===== src/rtl/mfp_irq_pkg.sv =====
// mfp_irq_pkg: shared constants and types for the MFP68901 interrupt controller.
// Holds the register map, channel count, spurious vector nibble, the handshake
// state enum and the channel numbers of the timer A..D interrupt sources.
package mfp_irq_pkg;
  localparam int NCH = 16;
  localparam logic [3:0] SPUR_NIBBLE = 4'hF;
  localparam logic [3:0] A_IERA = 4'd0;
  localparam logic [3:0] A_IERB = 4'd1;
  localparam logic [3:0] A_IPRA = 4'd2;
  localparam logic [3:0] A_IPRB = 4'd3;
  localparam logic [3:0] A_ISRA = 4'd4;
  localparam logic [3:0] A_ISRB = 4'd5;
  localparam logic [3:0] A_IMRA = 4'd6;
  localparam logic [3:0] A_IMRB = 4'd7;
  localparam logic [3:0] A_VR   = 4'd8;
  localparam int CH_TIMER_A = 13;
  localparam int CH_TIMER_B = 8;
  localparam int CH_TIMER_C = 5;
  localparam int CH_TIMER_D = 4;
  typedef enum logic [1:0] {IDLE, VECT, WAIT_REL} state_t;
endpackage


===== src/rtl/mfp_irq_prio_enc.sv =====
// mfp_irq_prio_enc: highest-set-bit encoder over the 16 interrupt channels.
// Ports: vec (channel bit vector), idx (index of highest set bit, 0 when none),
// vld (at least one bit set).
module mfp_irq_prio_enc
  import mfp_irq_pkg::*;
(
  input  logic [NCH-1:0] vec,
  output logic [3:0]     idx,
  output logic           vld
);
  always_comb begin
    idx = 4'd0;
    for (int i = 0; i < NCH; i++) idx = vec[i] ? 4'(i) : idx;
  end
  assign vld = |vec;
endmodule


===== src/rtl/mfp_irq_ctrl.sv =====
// mfp_irq_ctrl: 16-channel MFP68901 interrupt controller with IACK vector handshake.
// Ports: XCLK_I clock, RST sync active-high reset, IRQ_IN event pulses,
// REG_WE/REG_ADDR/DAT_I register write, DAT_O registered read data,
// IACK acknowledge level, IRQ request, VECTOR_O acknowledged vector,
// DTACK one-cycle vector-valid pulse.
// Optional: define MFP_IRQ_SPURIOUS_EN to answer an unqualified IACK with
// DTACK and vector {VR[7:4], SPUR_NIBBLE}.
module mfp_irq_ctrl
  import mfp_irq_pkg::*;
(
  input  logic           XCLK_I,
  input  logic           RST,
  input  logic [NCH-1:0] IRQ_IN,
  input  logic           REG_WE,
  input  logic [3:0]     REG_ADDR,
  input  logic [7:0]     DAT_I,
  output logic [7:0]     DAT_O,
  input  logic           IACK,
  output logic           IRQ,
  output logic [7:0]     VECTOR_O,
  output logic           DTACK
);
  logic [NCH-1:0] ier_q, ier_d, ipr_q, ipr_d, isr_q, isr_d, imr_q, imr_d;
  logic [7:0]     vr_q, vr_d, dat_q, dat_d;
  logic           irq_q, irq_d;
  state_t         state_q, state_d;
  logic           dtack_q, dtack_d;
  logic [7:0]     vec_q, vec_d;
  logic [3:0]     hv_q, hv_d;
  logic [8:0]     wsel;
  logic [NCH-1:0] cand, vect_bit;
  logic [3:0]     hp, hs;
  logic           cand_v, isr_v;

  assign cand = ipr_q & imr_q;

  mfp_irq_prio_enc u_cand_enc (.vec(cand),  .idx(hp), .vld(cand_v));
  mfp_irq_prio_enc u_isr_enc  (.vec(isr_q), .idx(hs), .vld(isr_v));

  // Register file: pending sets are applied last so a simultaneous event always
  // beats any clear; the vectored ISR set is applied after write clears.
  always_comb begin
    wsel     = REG_WE ? 9'(1) << REG_ADDR : 9'd0;
    vect_bit = (state_q == VECT) ? NCH'(1) << hv_q : '0;
    ier_d    = {wsel[A_IERA] ? DAT_I : ier_q[15:8], wsel[A_IERB] ? DAT_I : ier_q[7:0]};
    imr_d    = {wsel[A_IMRA] ? DAT_I : imr_q[15:8], wsel[A_IMRB] ? DAT_I : imr_q[7:0]};
    vr_d     = wsel[A_VR] ? DAT_I : vr_q;
    ipr_d    = (ipr_q & {wsel[A_IPRA] ? DAT_I : 8'hFF, wsel[A_IPRB] ? DAT_I : 8'hFF}
                & ier_d & ~vect_bit) | (IRQ_IN & ier_d);
    isr_d    = ((wsel[A_VR] && !DAT_I[3]) ? '0
                : isr_q & {wsel[A_ISRA] ? DAT_I : 8'hFF, wsel[A_ISRB] ? DAT_I : 8'hFF})
               | (vr_q[3] ? vect_bit : '0);
    irq_d    = cand_v && (!isr_v || hp > hs);
  end

  always_comb begin
    case (REG_ADDR)
      A_IERA:  dat_d = ier_q[15:8];
      A_IERB:  dat_d = ier_q[7:0];
      A_IPRA:  dat_d = ipr_q[15:8];
      A_IPRB:  dat_d = ipr_q[7:0];
      A_ISRA:  dat_d = isr_q[15:8];
      A_ISRB:  dat_d = isr_q[7:0];
      A_IMRA:  dat_d = imr_q[15:8];
      A_IMRB:  dat_d = imr_q[7:0];
      A_VR:    dat_d = vr_q;
      default: dat_d = 8'h00;
    endcase
  end

  always_ff @(posedge XCLK_I) begin
    if (RST) begin
      ier_q <= '0;
      ipr_q <= '0;
      isr_q <= '0;
      imr_q <= '0;
      vr_q  <= 8'h00;
      dat_q <= 8'h00;
      irq_q <= 1'b0;
    end else begin
      ier_q <= ier_d;
      ipr_q <= ipr_d;
      isr_q <= isr_d;
      imr_q <= imr_d;
      vr_q  <= vr_d;
      dat_q <= dat_d;
      irq_q <= irq_d;
    end
  end

  // Acknowledge handshake: the channel is latched as IACK is first seen so the
  // vector and the VECT-cycle pending clear refer to the same channel.
  always_comb begin
    state_d = state_q;
    dtack_d = 1'b0;
    vec_d   = vec_q;
    hv_d    = hv_q;
    case (state_q)
      IDLE: begin
        if (IACK && irq_q) begin
          state_d = VECT;
          dtack_d = 1'b1;
          hv_d    = hp;
          vec_d   = {vr_q[7:4], hp};
        end else if (IACK) begin
          state_d = WAIT_REL;
`ifdef MFP_IRQ_SPURIOUS_EN
          dtack_d = 1'b1;
          vec_d   = {vr_q[7:4], SPUR_NIBBLE};
`else
          dtack_d = 1'b0;
`endif
        end
      end
      VECT:     state_d = WAIT_REL;
      WAIT_REL: state_d = IACK ? WAIT_REL : IDLE;
      default:  state_d = IDLE;
    endcase
  end

  always_ff @(posedge XCLK_I) begin
    if (RST) begin
      state_q <= IDLE;
      dtack_q <= 1'b0;
      vec_q   <= 8'h00;
      hv_q    <= 4'd0;
    end else begin
      state_q <= state_d;
      dtack_q <= dtack_d;
      vec_q   <= vec_d;
      hv_q    <= hv_d;
    end
  end

  assign DAT_O    = dat_q;
  assign IRQ      = irq_q;
  assign VECTOR_O = vec_q;
  assign DTACK    = dtack_q;
endmodule

===== config.mk =====
export PLATFORM = sky130hd
export DESIGN_NAME = mfp_irq_ctrl
export DESIGN_NICKNAME = d
export VERILOG_FILES = /design/src/rtl/mfp_irq_pkg.sv /design/src/rtl/mfp_irq_prio_enc.sv /design/src/rtl/mfp_irq_ctrl.sv
export SDC_FILE = /design/constraint.sdc
export NUM_CORES = 1
export LEC_CHECK = 0
export CAP_MARGIN = 10
export CORE_ASPECT_RATIO = 1.2
export CORE_MARGIN = 2
export CORE_UTILIZATION = 26
export CTS_CLUSTER_SIZE = 12
export DETAILED_ROUTE_END_ITERATION = 12
export DONT_BUFFER_PORTS = 1
export GPL_TIMING_DRIVEN = 1
export PLACE_DENSITY = 0.5
export SLEW_MARGIN = 20
export SYNTH_ARGS = -nofsm -noshare
export SYNTH_HDL_FRONTEND = slang
export SYNTH_SLANG_ARGS = --single-unit

===== constraint.sdc =====
create_clock -name XCLK_I -period 6.05 [get_ports XCLK_I]
set_clock_uncertainty 0.2 [all_clocks]
set_input_delay 0.9075 -clock XCLK_I [delete_from_list [all_inputs] [get_ports XCLK_I]]
set_output_delay 0.9075 -clock XCLK_I [all_outputs]
set_load 0.05 [all_outputs]

==> impl_metrics.py, run 1 <==
metrics = {
    "clocking": {
        "post_cts_resized": 0,
        "cts_hold_buf": 0,
        "clk_path_buf_depth": 2,
        "clk_latency_ns": 0.35,
        "clk_pin_slew_ns": 0.06,
        "cts_tree": "built",
        "cts_made_buffers": 9,
        "clockRootBuffer": "clkbuf_16",
        "clock_sink_count": 92,
        "post_cts_buffers": 0,
        "htreeDepth": 3,
    },
    "setup_path": {
        "end_kind": "flop",
        "worstPathArrival_ns": 2.87,
        "cp-start-kind": "input port",
        "crit_fanout": 24,
        "crit_required_ns": 6.06,
        "path_class": "in2reg",
    },
    "placed_design": {
        "gp_congestion": 0.871,
        "io_buffers": 0,
        "pre_cts_ws_ns": 2.94,
        "dp_hpwl_um": 12200,
        "placed_cells": 731,
        "place_area_sq_um": 4640,
    },
    "yosys": {
        "synth.distinct_cells": 57,
        "synth_top_area_cell": "dfxtp_1",
        "syn-instance-count": 544,
        "async_flop_share_pct": 0,
        "synthTopCellsByArea": "dfxtp_1, mux2i_1, nor2_1",
        "ys_warn_count": 0,
        "syn-cell-area_sq_um": 4510,
        "ys_ff_latch": 92,
        "synth_seq_area_share_pct": 40.9,
        "syn_area_per_cell_sq_um": 8.29,
        "syn-num-nets": 580,
        "synthFlopType": "dfxtp_1",
        "synth_edf_count": 0,
        "netlist.area_leader.share_pct": 40.9,
    },
    "timing": {
        "relSlewSlack_pct": 30.4,
        "setup_viol": 0,
        "drv_slew": 0,
        "rsz0062_at_grt": "false",
        "fmax_mhz": 350,
        "hold_viol": 0,
        "setup_slack_ns": 3.19,
        "worstMarginPinSlew_ns": 1.04,
        "timing.setup.tns_ns": 0,
        "period_needed_ns": 2.86,
        "period_share_pct": 47.3,
    },
    "final_layout": {
        "multi_input_area_sq_um": 2460,
        "finalNetCount": 562,
        "final_area_sq_um": 4920,
        "area_growth_pct": 9.16,
        "final_cells": 746,
        "drive_gt1_share_pct": 6.99,
        "layout_commonest_cell": "dfxtp_1",
        "num-fill-cells": 1828,
        "regArea_sq_um": 1840,
        "final_cell_mix": "dfxtp_1, nor2_1, a21oi_1",
    },
    "power_and_ir_drop": {
        "p_seq_share_pct": 51.8,
        "power.density_nw_per_um2": 243,
        "sw_frac_of_total_pct": 21.9,
        "internal-power_w": 0.000936,
        "combinationalPowerShare_pct": 3.6,
        "clkPwrFrac_pct": 44.6,
        "p_leak_nw": 1.69,
        "p_switching_w": 0.000262,
        "peakVddDrop_v": 0.000159,
    },
    "global_route": {
        "busiest_layer": "met2",
        "antenna_found_initial": 0,
        "grt_pass1_wl_um": 24800,
        "grt_pass1_vias": 4045,
        "met3_usage_pct": 4.82,
        "met2_usage_pct": 29.6,
        "use_met1_pct": 21.3,
        "track_usage_pct": 17.6,
        "grt_max_degree": 67,
        "overflow": 0,
    },
    "routing": {
        "avgViaCountPerCell": 5.54,
        "drtIter0Drc": 489,
        "drtAntennaViolNets": 0,
        "routed_wl_um": 16400,
        "firstDrtPassIters": 8,
        "via_count": 4132,
        "drc": 0,
        "wire_per_inst_um": 22.0,
    },
    "floorplanning": {
        "die_y_um": 148,
        "start_util_pct": 26.6,
        "fp.dieW_um": 124,
        "core_sq_um": 16900,
        "pin_count": 50,
        "num_rows": 52,
        "design.die.area_sq_um": 18400,
    },
    "status": {
        "status": "finished, final reports clean",
    },
    "run": {
        "cap_violations": 0,
    },
    "worst_hold_path": {
        "hold_class": "reg2reg",
    },
}
-- routing by layer --
layer  share of wire, %  vias to the layer above
li1                   -                     1931
met1                 42                     2017
met2                 48                      150
met3                6.8                       34
met4                3.4                        0
met5                  0                        -
-- cells by family (layout without fill, tap and decap cells) --
group | after synthesis | count (layout) | synth area share (%)
compound gates | 162 | 162 | 23.0
fa+ha+maj | 4 | 4 | 1.11
buf+inv | 45 | 30 | 4.64
flops | 92 | 92 | 40.9
mux | 40 | 40 | 9.38
other cells | 0 | 1 | 0
simple gates | 201 | 201 | 21.0
-- path summary, 6_finish.rpt --
kind	to	start	depth (start not counted)	slack, ns
worst min-delay path	vr_q[0]	vr_q[0]	2	0.26
worst max-delay path	isr_q[12]	REG_ADDR[1]	5	3.19
worst max register to register	IRQ	imr_q[8]	9	3.61
worst min register to register	vr_q[0]	vr_q[0]	2	0.26
-- cell type report --
type	count	area share, %
Antenna cell	1	0.0509
Clock buffer	12	5.42
Clock inverter	2	0.203
Inverter	14	1.07
Multi-Input combinational cell	407	50.0
Sequential cell	92	37.4
Tap cell	216	5.49
Timing Repair Buffer	2	0.305
-- cell usage after synthesis, types with 6 or more instances --
cell,count
nand2_1,45
nand3_1,22
o22ai_1,19
mux2i_1,31
a21oi_1,51
mux2_2,8
inv_1,13
a211oi_1,6
o21ai_0,28
nand2b_1,7
nor3_1,15
dfxtp_1,92
clkbuf_1,11
nor2_1,74
nor2b_1,12
a22oi_1,13
buf_2,11
-- registers in the layout, summed over array words and instances (netlist names), 2 cells and up --
| name | count |
|---|---|
| ipr_q | 16 |
| isr_q | 16 |
| imr_q | 16 |
| ier_q | 16 |
| vr_q | 8 |
| state_q | 2 |
| DAT_O | 8 |
| VECTOR_O | 8 |
-- worst max-delay path: stages --
cell      delay [ns]
nor2_1          0.65
and2_1          0.49
nand2_2         0.22
o21bai_4        0.41
o22ai_1         0.17
-- metrics by stage --
| stage | total power, W | hold slack (ns) | util, % |
|---|---|---|---|
| 5_1_grt | 0.00124 | 0.287 | 29.1 |
| 3_3_place_gp | 0.000676 | 0.252 | 27.4 |
| 2_1_floorplan | 0.000683 | 0.237 | - |
| 4_1_cts | 0.00121 | 0.260 | 29.1 |
| 6_report | 0.00120 | 0.264 | 29.1 |
| 3_5_place_dp | 0.000676 | 0.251 | 27.4 |
-- power groups by stage --
stage	Sequential (W)	Clock, W	Combinational [W]
6_report	0.000621	0.000534	0.0000432
4_1_cts	0.000621	0.000544	0.0000424
2_1_floorplan	0.000632	0	0.0000517
3_5_place_dp	0.000634	0	0.0000423
3_3_place_gp	0.000634	0	0.0000416
5_1_grt	0.000621	0.000570	0.0000472
Note: power is estimated with default switching activity, not from simulation.
==> run 2: changes to the inputs <==
- PLACE_DENSITY: 0.5 -> 0.52
- clock period: 6.05 -> 2.6 ns (I/O delays scaled with it)
==> impl_metrics.py, run 2 (synthesized netlist as in run 1, its figures left out) <==
metrics = {
    "status": {
        "status": "finished, final reports clean",
    },
    "clocking": {
        "clk_path_buf_depth": 2,
        "clock_sink_count": 92,
        "htreeDepth": 3,
        "cts_tree": "built",
        "clk_pin_slew_ns": 0.07,
        "clk_latency_ns": 0.36,
        "cts_made_buffers": 9,
        "post_cts_resized": 0,
        "clockRootBuffer": "clkbuf_16",
    },
    "timing": {
        "hold_viol": 0,
        "drv_slew": 0,
        "period_needed_ns": 2.34,
        "rsz0062_at_grt": "false",
        "worstMarginPinSlew_ns": 1.09,
        "timing.setup.tns_ns": 0,
        "setup_viol": 0,
        "fmax_mhz": 427,
        "period_share_pct": 90.1,
        "relSlewSlack_pct": 27.1,
    },
    "final_layout": {
        "final_area_sq_um": 5250,
        "drive_gt1_share_pct": 8.04,
        "area_growth_pct": 16.4,
        "finalNetCount": 593,
        "final_cell_mix": "dfxtp_1, nor2_1, a21oi_1",
        "num-fill-cells": 1797,
        "layout_commonest_cell": "dfxtp_1",
        "n_antenna_cell": 0,
    },
    "placed_design": {
        "gp_congestion": 0.973,
        "dp_hpwl_um": 12400,
        "place_area_sq_um": 4700,
        "io_buffers": 0,
    },
    "worst_hold_path": {
        "hold_class": "in2reg",
        "hold_start": "DAT_I[1]",
        "hold_depth": 2,
        "min_to": "imr_q[9]",
    },
    "floorplanning": {
        "die_y_um": 148,
        "fp.dieW_um": 124,
        "start_util_pct": 26.6,
        "pin_count": 50,
        "core_sq_um": 16900,
        "num_rows": 52,
        "design.die.area_sq_um": 18400,
    },
    "global_route": {
        "overflow": 0,
        "grt_pass1_wl_um": 26200,
        "grt_max_degree": 63,
        "grt_pass1_vias": 4114,
        "track_usage_pct": 19.0,
        "antenna_found_initial": 0,
    },
    "setup_path": {
        "cp-start-kind": "flop",
        "worstPathArrival_ns": 2.37,
        "end_kind": "flop",
        "timing.rr.end": "IRQ",
        "path_class": "reg2reg",
        "crit_fanout": 4,
        "crit_required_ns": 2.63,
        "crit-reg2reg-launch": "imr_q[8]",
        "reg2regPathDepth": 9,
        "reg2reg_slack_ns": 0.26,
    },
    "run": {
        "cap_violations": 0,
    },
    "routing": {
        "wire_per_inst_um": 22.6,
        "avgViaCountPerCell": 5.50,
        "firstDrtPassIters": 5,
        "drc": 0,
        "drtIter0Drc": 374,
        "routed_wl_um": 17600,
        "via_count": 4267,
        "drtAntennaViolNets": 0,
    },
    "power_and_ir_drop": {
        "power.density_nw_per_um2": 572,
        "peakVddDrop_v": 0.000329,
        "p_leak_nw": 1.83,
    },
}
run 2: changes by cell type in the layout (fill, tap and decap cells not counted):
cell	previous run	this run
nor3b_2	1	0
clkinv_4	0	1
nor3b_1	1	2
clkbuf_8	3	0
buf_4	2	10
bufinv_16	0	2
diode_2	1	0
dlygate4sd3_1	0	22
buf_16	0	1
run 2: through the flow:
step                cells  setup WS [ns]  util (%)  hold WS [ns]  power (W)
finish                776          0.257      31.0       0.00723    0.00300
global route          776        0.00487      31.0        0.0106    0.00310
CTS                   776          0.262      31.0      0.000215    0.00302
detailed placement    739          0.272      27.8         0.249    0.00158
global placement      739          0.310      27.8         0.241    0.00158
floorplan             544          0.621         -         0.237    0.00159
run 2: layout make-up:
class                      instances  area [sq um]  area share (%)
clock buffer                       9           225            4.29
clock inverter                     5          78.8            1.50
inverter                          14          52.6            1.00
multi-input combinational        407          2460            46.8
sequential                        92          1840            35.1
tap                              216           270            5.15
timing repair buffer              33           323            6.15
run 2: metal layers:
metal	vias to the layer above	share of wire (%)	global-route usage, %
li1	2005	-	-
met1	2040	42	22.9
met2	174	47	31.2
met3	48	6.3	4.46
met4	0	4.7	10.8
met5	-	0	0
run 2: critical path, stage by stage, from the launching register on:
cell and delay, ns:
dfxtp_1 0.37, a22oi_1 0.25, nor2b_1 0.21, nor2b_1 0.31, inv_1 0.09, ha_1 0.33, a21oi_1 0.16, o21ai_0 0.10
a21oi_1 0.13, a211oi_1 0.06
run 2: power breakdown:
| group | internal [W] | switching (W) |
|---|---|---|
| registers | 0.00142 | 0.0000208 |
| logic | 0.0000673 | 0.0000917 |
| clock network | 0.000830 | 0.000568 |
run 2: timing repair:
action | 4_1_cts | 5_1_grt
endpoints found under the hold margin | 69 | 0
setup buffers | 0 | 0
hold buffers | 23 | 0
run 2: worst max-delay path by stage:
stage	startpoint	end	slack, ns	depth (start not counted)
2_1_floorplan	ipr_q[13]	IRQ	0.62	11
3_3_place_gp	state_q[0]	ipr_q[6]	0.31	5
3_5_place_dp	ipr_q[13]	IRQ	0.27	9
4_1_cts	ipr_q[13]	IRQ	0.26	9
5_1_grt	imr_q[8]	IRQ	0.005	9
6_report	imr_q[8]	IRQ	0.26	9
==> run 3: changes to the inputs <==
- ABC_AREA: not set -> 1
==> impl_metrics.py, run 3 <==
metrics = {
    "setup_path": {
        "reg2reg_slack_ns": 0.27,
        "cp-startpoint": "isr_q[1]",
        "reg2regPathDepth": 12,
        "path_class": "reg2reg",
        "crit-reg2reg-launch": "isr_q[1]",
        "cp-endpoint": "IRQ",
        "timing.rr.end": "IRQ",
        "crit_fanout": 3,
        "crit_required_ns": 2.66,
        "end_kind": "flop",
        "cp-start-kind": "flop",
        "worstPathArrival_ns": 2.40,
    },
    "global_route": {
        "overflow": 0,
        "grt_max_degree": 46,
        "antenna_found_initial": 0,
        "grt_pass1_wl_um": 23500,
        "grt_pass1_vias": 3984,
        "track_usage_pct": 17.8,
    },
    "floorplanning": {
        "die_y_um": 146,
        "pin_count": 50,
        "start_util_pct": 26.3,
        "num_rows": 52,
        "fp.dieW_um": 122,
        "design.die.area_sq_um": 17900,
        "core_sq_um": 16700,
    },
    "clocking": {
        "cts_made_buffers": 9,
        "post_cts_buffers": 0,
        "clk_path_buf_depth": 2,
        "clk_latency_ns": 0.36,
        "clockRootBuffer": "clkbuf_16",
        "post_cts_resized": 0,
        "htreeDepth": 3,
        "clk_pin_slew_ns": 0.07,
        "cts_tree": "built",
        "cts_hold_buf": 14,
        "clock_sink_count": 92,
    },
    "timing": {
        "timing.setup.tns_ns": 0,
        "rsz0062_at_grt": "false",
        "drv_slew": 0,
        "period_needed_ns": 2.33,
        "fmax_mhz": 429,
        "setup_viol": 0,
        "hold_viol": 0,
        "relSlewSlack_pct": 59.2,
        "period_share_pct": 89.7,
        "worstMarginPinSlew_ns": 0.611,
    },
    "yosys": {
        "synthSimpleGateAreaFrac_pct": 24.5,
        "syn-instance-count": 601,
        "synth_edf_count": 0,
        "yosys.area_share.xor_xnor_pct": 0,
        "muxShareOfSynthArea_pct": 0,
        "synthFlopType": "dfxtp_1",
        "synthAdderAreaFrac_pct": 1.14,
        "netlist.area_leader.share_pct": 42.0,
        "syn-num-nets": 637,
        "synth_compound_area_share_pct": 22.3,
        "syn_area_per_cell_sq_um": 7.29,
        "synth_top_family_by_area": "simple AND/OR/NAND/NOR gates",
        "yosysMostFrequentCell": "nand2_1",
        "ys_warn_count": 0,
        "synthTopCellsByArea": "dfxtp_1, nand2_1, inv_1",
        "syn-cell-area_sq_um": 4380,
        "async_flop_share_pct": 0,
        "synth_top_area_cell": "dfxtp_1",
        "netlist_top_cells_count": "nand2_1, dfxtp_1, inv_1, o21ai_0, a21oi_1",
        "synth_seq_area_share_pct": 42.0,
        "ys_ff_latch": 92,
        "synth.distinct_cells": 35,
    },
    "final_layout": {
        "layout_commonest_cell": "nand2_1",
        "n_antenna_cell": 0,
        "area_growth_pct": 16.4,
        "final_cell_mix": "nand2_1, dfxtp_1, inv_1",
        "finalNetCount": 661,
        "final_cells": 845,
        "drive_gt1_share_pct": 10.0,
        "num-fill-cells": 1892,
        "final_area_sq_um": 5100,
    },
    "placed_design": {
        "dp_hpwl_um": 11500,
        "io_buffers": 0,
        "placed_cells": 816,
        "gp_congestion": 0.920,
        "place_area_sq_um": 4660,
    },
    "power_and_ir_drop": {
        "peakVddDrop_v": 0.000245,
        "power.total_w": 0.00293,
        "p_leak_nw": 1.90,
        "power.density_nw_per_um2": 575,
    },
    "routing": {
        "drtAntennaViolNets": 0,
        "drc": 0,
        "routed_wl_um": 15500,
        "wire_per_inst_um": 18.3,
        "via_count": 4198,
        "avgViaCountPerCell": 4.97,
        "firstDrtPassIters": 5,
        "drtIter0Drc": 339,
    },
    "worst_hold_path": {
        "hold_class": "in2reg",
    },
    "run": {
        "cap_violations": 0,
    },
    "status": {
        "status": "finished, final reports clean",
    },
}
run 3: cell types whose count changed after synthesis, sizes merged, moves of 8 or more:
cell	previous run	this run
mux2	8	0
o21ai	29	64
a22oi	13	0
nor3	17	31
nand2	47	138
a31oi	5	20
a21oi	51	38
nand3	22	14
inv	14	91
o22ai	19	29
buf	20	7
nor2	74	43
nor2b	12	0
mux2i	31	0
run 3: report_power, final:
group	internal [W]	switching (W)
clock	0.000765	0.000582
combinational	0.0000512	0.000103
sequential	0.00142	0.00000992
total	0.00224	0.000695
run 3: per-stage QoR:
step	worst slack [ns]	hold slack, ns	util, %
3_3_place_gp	0.365	0.256	28.0
6_report	0.267	0.00678	30.6
4_1_cts	0.245	0.000331	30.6
5_1_grt	0.0467	0.00338	30.6
3_5_place_dp	0.266	0.253	28.0
2_1_floorplan	0.562	0.243	-
run 3: area by class of cell:
class	count	area (sq um)	area share (%)
Inverter	91	342	6.70
Multi-Input combinational cell	403	2100	41.1
Sequential cell	92	1840	36.1
Timing Repair Buffer	28	255	5.00
Clock buffer	11	243	4.76
Tap cell	216	270	5.30
Clock inverter	4	50.0	0.981
run 3: critical path: stages, from the launching register on:
cell and delay, ns:
dfxtp_1 0.35, inv_1 0.08, o21ai_0 0.17, a21oi_1 0.08, o21ai_0 0.17, a21oi_1 0.08, o21ai_0 0.19, a21oi_1 0.09
o21ai_0 0.18, ha_1 0.25, nand2_1 0.07, o21ai_0 0.07, a221oi_1 0.26
run 3: layer usage:
| metal | vias up | GRT usage (%) | wire length, um |
|---|---|---|---|
| met3 | 28 | 3.79 | 868 |
| met5 | - | 0 | 0 |
| li1 | 2079 | - | - |
| met4 | 0 | 7.47 | 407 |
| met1 | 1971 | 21.9 | 6440 |
| met2 | 120 | 29.8 | 7750 |
run 3: cell families after synthesis:
kind of cell,after synthesis
buf+inv,106
fa+ha+maj,4
simple gates,233
compound gates,166
flops,92
run 3: worst min path at each step:
stage / slack (ns) / cells past startpoint / endpoint / from
final: 0.007 / 2 / ipr_q[11] / IRQ_IN[11]
after floorplan: 0.24 / 2 / imr_q[0] / imr_q[0]
after CTS: 0.0003 / 2 / ipr_q[8] / IRQ_IN[8]
after global placement: 0.26 / 2 / imr_q[12] / imr_q[12]
after global routing: 0.003 / 2 / ipr_q[3] / IRQ_IN[3]
after detailed placement: 0.25 / 2 / DAT_O[4] / ier_q[12]
